$ cat config.mk
export PLATFORM = sky130hd
export DESIGN_NAME = pipeline_hazard_ctrl
export DESIGN_NICKNAME = d
export VERILOG_FILES = /design/src/rtl/pipe_ctrl_pkg.sv /design/src/rtl/sat_counter.sv /design/src/rtl/pipeline_hazard_ctrl.sv
export SDC_FILE = /design/constraint.sdc
export NUM_CORES = 1
export LEC_CHECK = 0
export BUFFER_PORTS_ARGS = -buffer_cell sky130_fd_sc_hd__buf_2
export CAP_MARGIN = 15
export CORE_ASPECT_RATIO = 1.75
export CORE_MARGIN = 5
export CORE_UTILIZATION = 57
export CTS_CLUSTER_SIZE = 12
export DETAILED_ROUTE_END_ITERATION = 10
export GPL_TIMING_DRIVEN = 0
export PLACE_DENSITY = 0.85
export SLEW_MARGIN = 15
export SYNTH_ARGS = -nofsm -noshare
export SYNTH_HDL_FRONTEND = slang
export SYNTH_HIERARCHICAL = 1
export SYNTH_SLANG_ARGS = --single-unit
$ cat constraint.sdc
create_clock -name clk -period 3.3 [get_ports clk]
set_input_delay 0.165 -clock clk [delete_from_list [all_inputs] [get_ports clk]]
set_output_delay 0.165 -clock clk [all_outputs]
set_load 0.005 [all_outputs]
$ cat src/rtl/pipe_ctrl_pkg.sv
// Shared types for the pipeline stall/flush sequencer: state encoding, the
// stage enable/flush bundle and small helpers that build the common bundles.
package pipe_ctrl_pkg;

   typedef enum logic [1:0] {
      RUN       = 2'd0,
      MISS_WAIT = 2'd1,
      RESUME    = 2'd2
   } pipe_state_e;

   localparam logic [4:0] REG_ZERO = 5'd0;

   typedef struct packed {
      logic pc_en;
      logic ifid_en;
      logic idex_en;
      logic exmem_en;
      logic memwb_en;
      logic ifid_flush;
      logic idex_flush;
      logic memwb_bubble;
   } stage_ctrl_t;

   function automatic stage_ctrl_t ctrl_reset();
      stage_ctrl_t c;
      c              = '0;
      c.ifid_flush   = 1'b1;
      c.idex_flush   = 1'b1;
      c.memwb_bubble = 1'b1;
      return c;
   endfunction

   // Pipe frozen behind a cache miss: only MEM/WB moves, and it takes a bubble.
   function automatic stage_ctrl_t ctrl_frozen();
      stage_ctrl_t c;
      c              = '0;
      c.memwb_en     = 1'b1;
      c.memwb_bubble = 1'b1;
      return c;
   endfunction

   function automatic stage_ctrl_t ctrl_flow(input logic branch, input logic lu);
      stage_ctrl_t c;
      c              = '0;
      c.pc_en        = 1'b1;
      c.ifid_en      = 1'b1;
      c.idex_en      = 1'b1;
      c.exmem_en     = 1'b1;
      c.memwb_en     = 1'b1;
      if (branch) begin
         c.ifid_flush = 1'b1;
         c.idex_flush = 1'b1;
      end else if (lu) begin
         c.pc_en      = 1'b0;
         c.ifid_en    = 1'b0;
         c.idex_flush = 1'b1;
      end
      return c;
   endfunction

   function automatic logic load_use(input logic       mem_read,
                                     input logic [4:0] rd,
                                     input logic [4:0] rs1,
                                     input logic [4:0] rs2);
      return mem_read && (rd != REG_ZERO) && ((rd == rs1) || (rd == rs2));
   endfunction

endpackage

$ cat src/rtl/sat_counter.sv
// Synchronous-clear up-counter that sticks at all-ones instead of wrapping.
module sat_counter #(
   parameter int W = 16
) (
   input  logic         clk,
   input  logic         clr,
   input  logic         inc,
   output logic [W-1:0] count
);

   always_ff @(posedge clk) begin
      if (clr)
         count <= '0;
      else if (inc && (count != {W{1'b1}}))
         count <= count + 1'b1;
   end

endmodule

$ cat src/rtl/pipeline_hazard_ctrl.sv
// Stall/flush sequencer for the 5-stage pipe: cache-miss freeze, load-use
// bubble and taken-branch squash, plus stall/flush counters and miss timeout.
module pipeline_hazard_ctrl
   import pipe_ctrl_pkg::*;
#(
   parameter int CNT_W        = 16,
   parameter int MISS_TIMEOUT = 64
) (
   input  logic             clk,
   input  logic             rst,
   input  logic             mem_req,
   input  logic             hit,
   input  logic             refill_done,
   input  logic             ex_mem_read,
   input  logic [4:0]       ex_rd,
   input  logic [4:0]       id_rs1,
   input  logic [4:0]       id_rs2,
   input  logic             branch_taken,
   output logic             pc_en,
   output logic             ifid_en,
   output logic             idex_en,
   output logic             exmem_en,
   output logic             memwb_en,
   output logic             ifid_flush,
   output logic             idex_flush,
   output logic             memwb_bubble,
   output logic [CNT_W-1:0] stall_cnt,
   output logic [CNT_W-1:0] flush_cnt,
   output logic             timeout_err,
   output logic             in_miss
);

   localparam int MW = $clog2(MISS_TIMEOUT + 1);
   localparam logic [MW-1:0] MISS_LIMIT = MW'(MISS_TIMEOUT);

   pipe_state_e state, state_next;
   stage_ctrl_t ctrl;
   logic [MW-1:0] miss_cnt, miss_cnt_next;
   logic miss, lu;

   assign miss = mem_req & ~hit;
   assign lu   = load_use(ex_mem_read, ex_rd, id_rs1, id_rs2);

   // RESUME uses the same flow rules as RUN but never re-enters the miss.
   always_comb begin
      ctrl          = ctrl_reset();
      state_next    = state;
      miss_cnt_next = miss_cnt;
      if (!rst) begin
         case (state)
            RUN: begin
               if (miss) begin
                  ctrl          = ctrl_frozen();
                  state_next    = MISS_WAIT;
                  miss_cnt_next = '0;
               end else begin
                  ctrl = ctrl_flow(branch_taken, lu);
               end
            end
            MISS_WAIT: begin
               ctrl = ctrl_frozen();
               if (miss_cnt != MISS_LIMIT)
                  miss_cnt_next = miss_cnt + 1'b1;
               if (refill_done)
                  state_next = RESUME;
            end
            RESUME: begin
               ctrl       = ctrl_flow(branch_taken, lu);
               state_next = RUN;
            end
            default: begin
               ctrl       = ctrl_reset();
               state_next = RUN;
            end
         endcase
      end
   end

   always_ff @(posedge clk) begin
      if (rst) begin
         state       <= RUN;
         miss_cnt    <= '0;
         timeout_err <= 1'b0;
      end else begin
         state    <= state_next;
         miss_cnt <= miss_cnt_next;
         if ((state == MISS_WAIT) && (miss_cnt_next == MISS_LIMIT))
            timeout_err <= 1'b1;
      end
   end

   sat_counter #(.W(CNT_W)) u_stall_cnt (
      .clk   (clk),
      .clr   (rst),
      .inc   (~ctrl.pc_en),
      .count (stall_cnt)
   );

   sat_counter #(.W(CNT_W)) u_flush_cnt (
      .clk   (clk),
      .clr   (rst),
      .inc   (ctrl.ifid_flush),
      .count (flush_cnt)
   );

   assign pc_en        = ctrl.pc_en;
   assign ifid_en      = ctrl.ifid_en;
   assign idex_en      = ctrl.idex_en;
   assign exmem_en     = ctrl.exmem_en;
   assign memwb_en     = ctrl.memwb_en;
   assign ifid_flush   = ctrl.ifid_flush;
   assign idex_flush   = ctrl.idex_flush;
   assign memwb_bubble = ctrl.memwb_bubble;
   assign in_miss      = (state == MISS_WAIT);

endmodule
Word level (Yosys, flattened, before mapping)
Cells that the tools add are included.
{"block": "totals", "input_bits": 22, "word_cells": 45, "output_inout_bits": 42, "ff_bits": 42}
{"block": "classes", "n_eq_ne": 10, "mux": 15, "add_sub_neg": 3, "n_reduce_logical": 9, "bitwise_logic": 3}
{"op": "$add A16 B1 Y16 const B", "count": 2}
{"op": "$ne A16 B16 Y1 const B", "count": 2}
{"op": "$pmux W8 S3", "count": 1}
{"op": "$mux W7", "count": 3}
{"op": "$mux W8", "count": 2}
{"op": "$pmux W7 S2", "count": 1}
{"op": "$eq A5 B5 Y1", "count": 2}
{"op": "$mux W2", "count": 4}
{"op": "$add A7 B1 Y7 const B", "count": 1}
{"op": "$eq A7 B7 Y1 const B", "count": 1}
{"op": "$ne A7 B7 Y1 const B", "count": 1}
{"op": "$logic_and A1 B1 Y1", "count": 5}
{"op": "$reduce_bool A5 Y1", "count": 1}
{"op": "$ne A2 B2 Y1 const B", "count": 2}
{"op": "$pmux W2 S2", "count": 1}
{"op": "$mux W1", "count": 3}
{"op": "$eq A2 B1 Y1 const B", "count": 1}
{"op": "$eq A2 B2 Y1 const B", "count": 1}
{"op": "$logic_not A2 Y1", "count": 1}
{"op": "$not A1 Y1", "count": 2}
{"op": "$reduce_and A2 Y1", "count": 1}
{"op": "$and A1 B1 Y1", "count": 1}
{"op": "$logic_or A1 B1 Y1", "count": 1}

Depth between registers and ports, before layout
Gate-level depths: netlist (run 1).
{"block": "depth", "ltp_word": 10, "ltp_mapped": 9, "mapped_depth_nobuf": 9}

Cells and area by module
Netlist (run 1), hierarchy kept.
{"mod": "sat_counter", "seq_area_each_um2": 320.3, "n_inst": 2, "cells_each": 99, "area_each_um2": 848.3}
{"mod": "pipeline_hazard_ctrl", "seq_area_each_um2": 200.2, "n_inst": 1, "cells_each": 104, "area_each_um2": 810.8}

Least setup slack after synthesis (run 1)
No wires, ideal clock.
{"block": "synth_timing", "path_type": "register -> register", "start": "register state[0]", "end": "register u_flush_cnt.count[7]", "setup_ns": 0.070, "path_stages_with_launch": 8, "required_time_ns": 3.230, "t_arrival_ns": 1.910, "path_buffers": 2, "period_less_slack_ns": 1.980, "slack_ns": 1.320, "cell_sequence": "dfxtp_1 -> buf_2 -> o21ai_0 -> and2_1 -> nand2_1 -> clkbuf_1 -> or4_1 -> a21oi_1"}
{"block": "synth_via", "elab_chain_len": 4, "elab_cells_between_ends": 6, "classes_between": "eq/ne: 2; mux: 2; reduce/logical: 2"}
{"item": "start: declaration", "line_no": "pipeline_hazard_ctrl.sv:36", "text": "pipe_state_e state, state_next;"}
{"item": "start signal: assignment", "line_no": "pipeline_hazard_ctrl.sv:85", "text": "state <= state_next;"}
{"item": "$eq A2 B2 Y1 (tied with other cells)", "line_no": "pipeline_hazard_ctrl.sv:50", "text": "case (state)"}
{"item": "$pmux W8 S3 *", "line_no": "pipeline_hazard_ctrl.sv:50"}
{"item": "$mux W8 *", "line_no": "pipeline_hazard_ctrl.sv:49", "text": "if (!rst) begin"}
{"item": "net ifid_flush", "line_no": "pipeline_hazard_ctrl.sv:24", "text": "output logic ifid_flush,"}
{"item": "$logic_and A1 B1 Y1 *", "line_no": "sat_counter.sv:14", "text": "else if (inc && (count != {W{1'b1}}))"}
{"item": "end signal: assignment", "line_no": "sat_counter.sv:15", "text": "count <= count + 1'b1;"}
{"item": "end: declaration", "line_no": "sat_counter.sv:8", "text": "output logic [W-1:0] count"}
The timed path passes the listed nets; every way through them passes the cells marked *.
A chain may end at the register's enable or synchronous reset.

Worst setup path after layout (run 1)
{"block": "layout_timing", "start": "register state[0]", "end": "register u_flush_cnt.count[15]"}
{"block": "layout_via", "elab_chain_len": 4, "elab_cells_between_ends": 6, "classes_between": "eq/ne: 2; mux: 2; reduce/logical: 2"}
{"item": "$eq A2 B2 Y1 (tied with other cells)", "line_no": "pipeline_hazard_ctrl.sv:50"}
{"item": "$pmux W8 S3 *", "line_no": "pipeline_hazard_ctrl.sv:50"}
{"item": "$mux W8 *", "line_no": "pipeline_hazard_ctrl.sv:49"}
{"item": "$logic_and A1 B1 Y1 *", "line_no": "sat_counter.sv:14"}
Mark *: on every way between the ends. The rest lies on a longest branch, timed or not.

==> summary.md, run 1 <==
| Metric | Value |
|---|---|
| Cell Area, Synth | 2510 sq um |
| DRC viols | 0 |
| Fin crit share | 73.4% |
| Clock share of power | 35.0% |
| M1 GR Usage | 25.6% |
| Switching Power | 242 uW |
| #FFs+latches synth | 42 |
| R2R setup slack | 880 ps |
| M2 GR Usage | 38.1% |
| Total CTS buffers | 5 |
| Mapped Cells | 302 |
| DIE HEIGHT | 97.7 um |
| RSZ-0062 raised after global routing | false |
| WHS | 149 ps |
| CTS clk-pin slew, worst paths | 80 ps |
| Worst EP arrival | 2650 ps |
| Max Clk Rate | 413 MHz |
| Clock Latency Late Sink | 290 ps |
| R2R depth | 7 |
| Post-CTS Setup Bufs | 0 |
| Min-delay worst type | in2reg |
| Switching portion of total power | 24.9% |
| Crit path time final | 2420 ps |
| Pwr/cell area | 327 nW/um^2 |
| Via/cell ratio | 6.17 |
| Endpoints failing setup | 0 |
| Final #Nets | 398 |
| Placed cell count | 416 |
| Root Buffer Master | clkbuf_8 |
| Slew headroom | 46.5% |
| Vias in the first global route | 2472 |
| Largest net degree at the start of global routing | 13 |
| Non-filler cells, final | 424 |
| FFs w/ async S/R, synth | 0% |
| Row count | 32 |
| Drt initial violations | 102 |
| Logic pwr share | 11.1% |
| Sequential share of power | 53.9% |
| CTS tree | built |
| Layout cells sized above 1 | 24.7% |
| Leak Pwr | 0.00121 uW |
| Main synth FF type | dfxtp_1 |
| First-pass GRT wire length | 10.7 mm |
| CTS Sinks | 42 |
| Initial Util | 58.0% |
| Boundary Pins | 64 |
| Initial antenna violation count | 0 |
| Post-DP HPWL | 4.89 mm |
| Max-slew violations | 0 |
| DIE AREA | 5880 sq um |
| Via count | 2618 |
| Remaining global-route overflow | 0 |
| Routability Congestion | 0.826 |
| Total wire length | 6.29 mm |
| Yosys warnings | 6 |
| Antenna-violating nets left | 0 |
| Routed len/inst | 14.8 um |
| CP endpoint | u_flush_cnt/count[15] |
| H-tree depth | 2 |
| GRT met3 Usage | 3.70% |
| Syn-to-layout area delta | 18.8% |
| Drt pass-1 iters | 5 |
| Status | finished, final reports clean |
| Filler instances | 375 |
| Number of flops mapped to enable cells by yosys | 0 |
| Fin. Hold Viols | 0 |
| Die X | 60.1 um |
| Setup Skew | 5.55 ps |
| Tot GR Track Use | 22.2% |
| Final TNS setup | 0 ps |
| Ant. Diodes | 0 |
| # hold bufs at CTS | 0 |
| Commonest non-fill, non-tap cells in the layout | buf_2 (67), dfxtp_1 (42), a21oi_1 (23), nor2_1 (22), nand3_1 (18) |
| Fin worst setup slack | 877 ps |
| CP Capture Type | register |
| Commonest non-fill, non-tap cell in the layout | buf_2 |
| Max-cap violation count | 0 |
| Final core occ | 68.9% |
| Mean Syn Cell Area | 8.30 sq um |
| Worst vdd ir | 0.000251 V |
| Grt peak-use layer | met2 |
| Pre-CTS WS | 840 ps |
| Netlist cell types | 49 |
| Worst-Margin Slew | 793 ps |
| Crit path from | state[0] |
| Startpoint Class | register |
| Max clock buf depth | 2 |
| Gates resized, CTS repair | 0 |
| Crit Reg-Reg Startpoint | state[0] |
| Core ar. | 4320 sq um |
| CP Class | reg2reg |
| Int Pwr | 732 uW |
| Crit Path Max Fanout | 10 |
| Synthesized Nets | 328 |
| Sequential-to-total area share from yosys stat | 33.5% |
| IO Port Bufs | 63 |
| Worst R2R End | u_flush_cnt/count[15] |
| Critical path required time | 3530 ps |
## layer usage
| metal | share of wire [%] | up-vias | wire length (um) |
|---|---|---|---|
| li1 | - | 1272 | - |
| met1 | 40 | 1222 | 2500 |
| met2 | 51 | 104 | 3190 |
| met3 | 6.4 | 20 | 403 |
| met4 | 3.0 | 0 | 189 |
| met5 | 0 | - | 0 |
## power groups by stage
stage	Clock, uW	Sequential [uW]	Combinational [uW]
2_1_floorplan	0	535	61.7
3_3_place_gp	0	536	104
3_5_place_dp	0	537	108
4_1_cts	352	525	109
5_1_grt	370	526	122
6_report	341	525	109
## synthesized netlist by cell type, types with 8 or more instances
cell	number	share of area (%)
xnor2_1	8	2.8
nand2_1	17	2.5
dfxtp_1	42	34
inv_1	14	2.1
o21ai_0	13	2.6
nand3_1	18	3.6
or4_1	15	4.5
o31ai_1	12	3.6
nor3_1	12	2.4
a21oi_1	23	4.6
nor2_1	22	3.3
## layout make-up
cell class,instances,area [sq um],share of cell area [%]
Timing Repair Buffer,63,315,10.6
Sequential cell,42,841,28.2
Buffer,14,72.6,2.44
Tap cell,51,63.8,2.14
Multi-Input combinational cell,232,1540,51.8
Clock inverter,1,5.00,0.168
Clock buffer,7,86.3,2.90
Inverter,14,52.6,1.76
## worst max-delay path, stage by stage, from the launching register on
cell and delay [ps]:
dfxtp_1 300, buf_2 170, o21ai_0 510, and2_1 380, nand2_1 110, clkbuf_1 220
or4_1 510, a21oi_1 150
## stage by stage
step	area, sq um	total power, uW
after floorplan	2510	597
after global placement	2890	640
after detailed placement	2890	645
after CTS	2980	985
after global routing	2980	1020
final	2980	974
## flip-flops by register name, indices dropped and copies added (netlist names)
signal and flops:
u_stall_cnt/count 16, miss_cnt 7, timeout_err 1, state 2
u_flush_cnt/count 16
## cell families (layout without fill, tap and decap cells)
group | count (synthesis) | in the layout | synth area share (%)
compound gates | 68 | 68 | 17.4
fa+ha+maj | 4 | 4 | 2.00
flops | 42 | 42 | 33.5
xor+xnor | 15 | 15 | 5.24
buf+inv | 28 | 99 | 4.99
simple gates | 137 | 137 | 33.4
mux | 8 | 8 | 3.44
## worst min-delay path by stage
stage	startpoint	end	slack, ps	cells after the start
after global routing	refill_done	state[1]	150	2
after detailed placement	timeout_err	timeout_err	450	2
final	refill_done	state[1]	150	2
after floorplan	refill_done	state[1]	330	1
after global placement	refill_done	state[1]	440	2
after CTS	refill_done	state[1]	140	2
Power figures use the tool's default switching activity.
==> inputs of run 2 (changes only) <==
--- a/config.mk
+++ b/config.mk
@@ -9,11 +9,11 @@
 export CAP_MARGIN = 15
 export CORE_ASPECT_RATIO = 1.75
 export CORE_MARGIN = 5
-export CORE_UTILIZATION = 57
+export CORE_UTILIZATION = 48
 export CTS_CLUSTER_SIZE = 12
 export DETAILED_ROUTE_END_ITERATION = 10
 export GPL_TIMING_DRIVEN = 0
-export PLACE_DENSITY = 0.85
+export PLACE_DENSITY = 0.76
 export SLEW_MARGIN = 15
 export SYNTH_ARGS = -nofsm -noshare
 export SYNTH_HDL_FRONTEND = slang
==> constraint.sdc (replaced) <==
create_clock -name clk -period 2.02 [get_ports clk]
set_input_delay 0.101 -clock clk [delete_from_list [all_inputs] [get_ports clk]]
set_output_delay 0.101 -clock clk [all_outputs]
set_load 0.005 [all_outputs]
==> summary.md, run 2 (same netlist as run 1, synthesis figures left out) <==
| Metric | Value |
|---|---|
| DIE AREA | 6830 sq um (+16%) |
| CTS clk-pin slew, worst paths | 90 ps (about the same) |
| Status | finished, final reports clean |
| Slew headroom | 55.5% (+9.0 points) |
| Initial antenna violation count | 0 (unchanged) |
| Critical path required time | 2250 ps (-1280 ps) |
| Initial Util | 50.0% (-8.0 points) |
| Pwr/cell area | 562 nW/um^2 (+72%) |
| Total CTS buffers | 5 (unchanged) |
| Placed cell count | 419 (+0.72%) |
| Tot GR Track Use | 19.4% (-2.8 points) |
| Antenna-violating nets left | 0 (unchanged) |
| Routed len/inst | 15.0 um (+1.4%) |
| Worst vdd ir | 0.000442 V (+76%) |
| Pre-CTS WS | -364 ps (-1200 ps) |
| Max-slew violations | 0 (unchanged) |
| Fin crit share | 94.0% (+21 points) |
| CP Class | reg2reg |
| Setup Skew | 14.0 ps (+8.43 ps) |
| Remaining global-route overflow | 0 (unchanged) |
| Pwr Total | 1720 uW (+77%) |
| Leak Pwr | 0.00125 uW (+3.7%) |
| Max Clk Rate | 527 MHz (+28%) |
| RSZ-0062 raised after global routing | false |
| H-tree depth | 2 (unchanged) |
| Non-filler cells, final | 432 (+1.9%) |
| Crit path time final | 1900 ps (-524 ps) |
| Final #Nets | 403 (+1.3%) |
| Ant. Diodes | 0 (unchanged) |
| Post-DP HPWL | 4.95 mm (+1.3%) |
| CP Capture Type | register |
| Drt initial violations | 134 (+31%) |
| WHS | 70.6 ps (-78.1 ps) |
| IO Port Bufs | 63 (unchanged) |
| Root Buffer Master | clkbuf_8 |
| Layout cells sized above 1 | 27.5% (+2.8 points) |
| Syn-to-layout area delta | 22.4% |
| Via count | 2541 (-2.9%) |
| Core ar. | 5020 sq um (+16%) |
| Largest net degree at the start of global routing | 15 (+2) |
| Clock Latency Late Sink | 300 ps (about the same) |
| CTS Sinks | 42 (unchanged) |
| Endpoints failing setup | 0 (unchanged) |
| Row count | 34 (+6.3%) |
| Max clock buf depth | 2 (unchanged) |
| Fin. Hold Viols | 0 (unchanged) |
| Vias in the first global route | 2474 (+0.081%) |
| Startpoint Class | register |
| Via/cell ratio | 5.88 (-4.7%) |
| Filler instances | 482 (+29%) |
| Fin worst setup slack | 122 ps (-756 ps) |
| Commonest non-fill, non-tap cells in the layout | buf_2 (65), dfxtp_1 (42), nor2_1 (22), a21oi_1 (22), nand3_1 (18) |
| DRC viols | 0 (unchanged) |
| CTS tree | built |
| Biggest regs | u_flush_cnt/count x16, u_stall_cnt/count x16, miss_cnt x7 |
| Die X | 64.6 um (+7.5%) |
| Commonest non-fill, non-tap cell in the layout | buf_2 |
| First-pass GRT wire length | 11.0 mm (+2.9%) |
| DIE HEIGHT | 106 um (+8.1%) |
| Total wire length | 6.49 mm (+3.3%) |
| Max-cap violation count | 0 (unchanged) |
| Drt pass-1 iters | 4 (-1) |
| Worst EP arrival | 2130 ps (-520 ps) |
| Worst-Margin Slew | 659 ps (-134 ps) |
| Min-delay worst type | in2reg |
| Boundary Pins | 64 (unchanged) |
| Crit Path Max Fanout | 10 (unchanged) |
| Routability Congestion | 0.904 (+9.5%) |
## run 2: cell types whose count changed in the layout (fill, tap and decap cells not counted), sizes merged
cell    delta
inv        +1
bufinv     +1
buf        +3
## run 2: worst paths after layout
path / from / endpoint / slack [ps] / depth (start not counted)
hold reg to reg: timeout_err / timeout_err / 490 / 2
hold / removal: refill_done / state[1] / 70 / 2
setup reg to reg: state[0] / u_flush_cnt/count[9] / 120 / 8
setup / recovery: state[0] / u_flush_cnt/count[9] / 120 / 8
## run 2: metal layers
layer / part of all wire [%] / GRT usage, %
met5: 0 / 0
met4: 2.1 / 7.56
met3: 4.9 / 4.05
met2: 53 / 36.3
met1: 40 / 20.6
## run 2: cell type report
type                    instances  area, sq um  area share [%]
clock buffers                   5         68.8            2.24
plain buffers                  14         80.1            2.61
repair buffers                 68          353            11.5
multi-input cells             232         1560            50.9
well taps                      54         67.6            2.20
clock inverters                 3         43.8            1.43
flip-flops and latches         42          841            27.4
inverters                      14         52.6            1.71
## run 2: through the flow
stage / util, % / TNS, ps / cell area [sq um]
after global placement: 57.6 / -4180 / 2890
after detailed placement: 57.6 / -5520 / 2890
after floorplan: - / 0 / 2510
final: 61.1 / 0 / 3070
after global routing: 61.1 / 0 / 3070
after CTS: 60.2 / 0 / 3020
## run 2: worst max-delay path, stage by stage (launching register included)
cell and delay (ps):
dfxtp_1 320, clkbuf_4 200, a21oi_1 120, nand2_1 110, and2_4 190, nand2_1 80, clkbuf_2 180, or4_1 490
a21oi_1 160
## run 2: repair_timing
item,4_1_cts,5_1_grt
hold buffers,0,0
setup buffers,2,3
pin swaps,0,4
resized for setup,5,9
endpoints found under the setup margin,20,21
## run 2: power breakdown
group          switching, uW  total, uW  internal, uW
Combinational            100        188          87.5
Sequential              16.2        857           840
Clock                    309        680           371
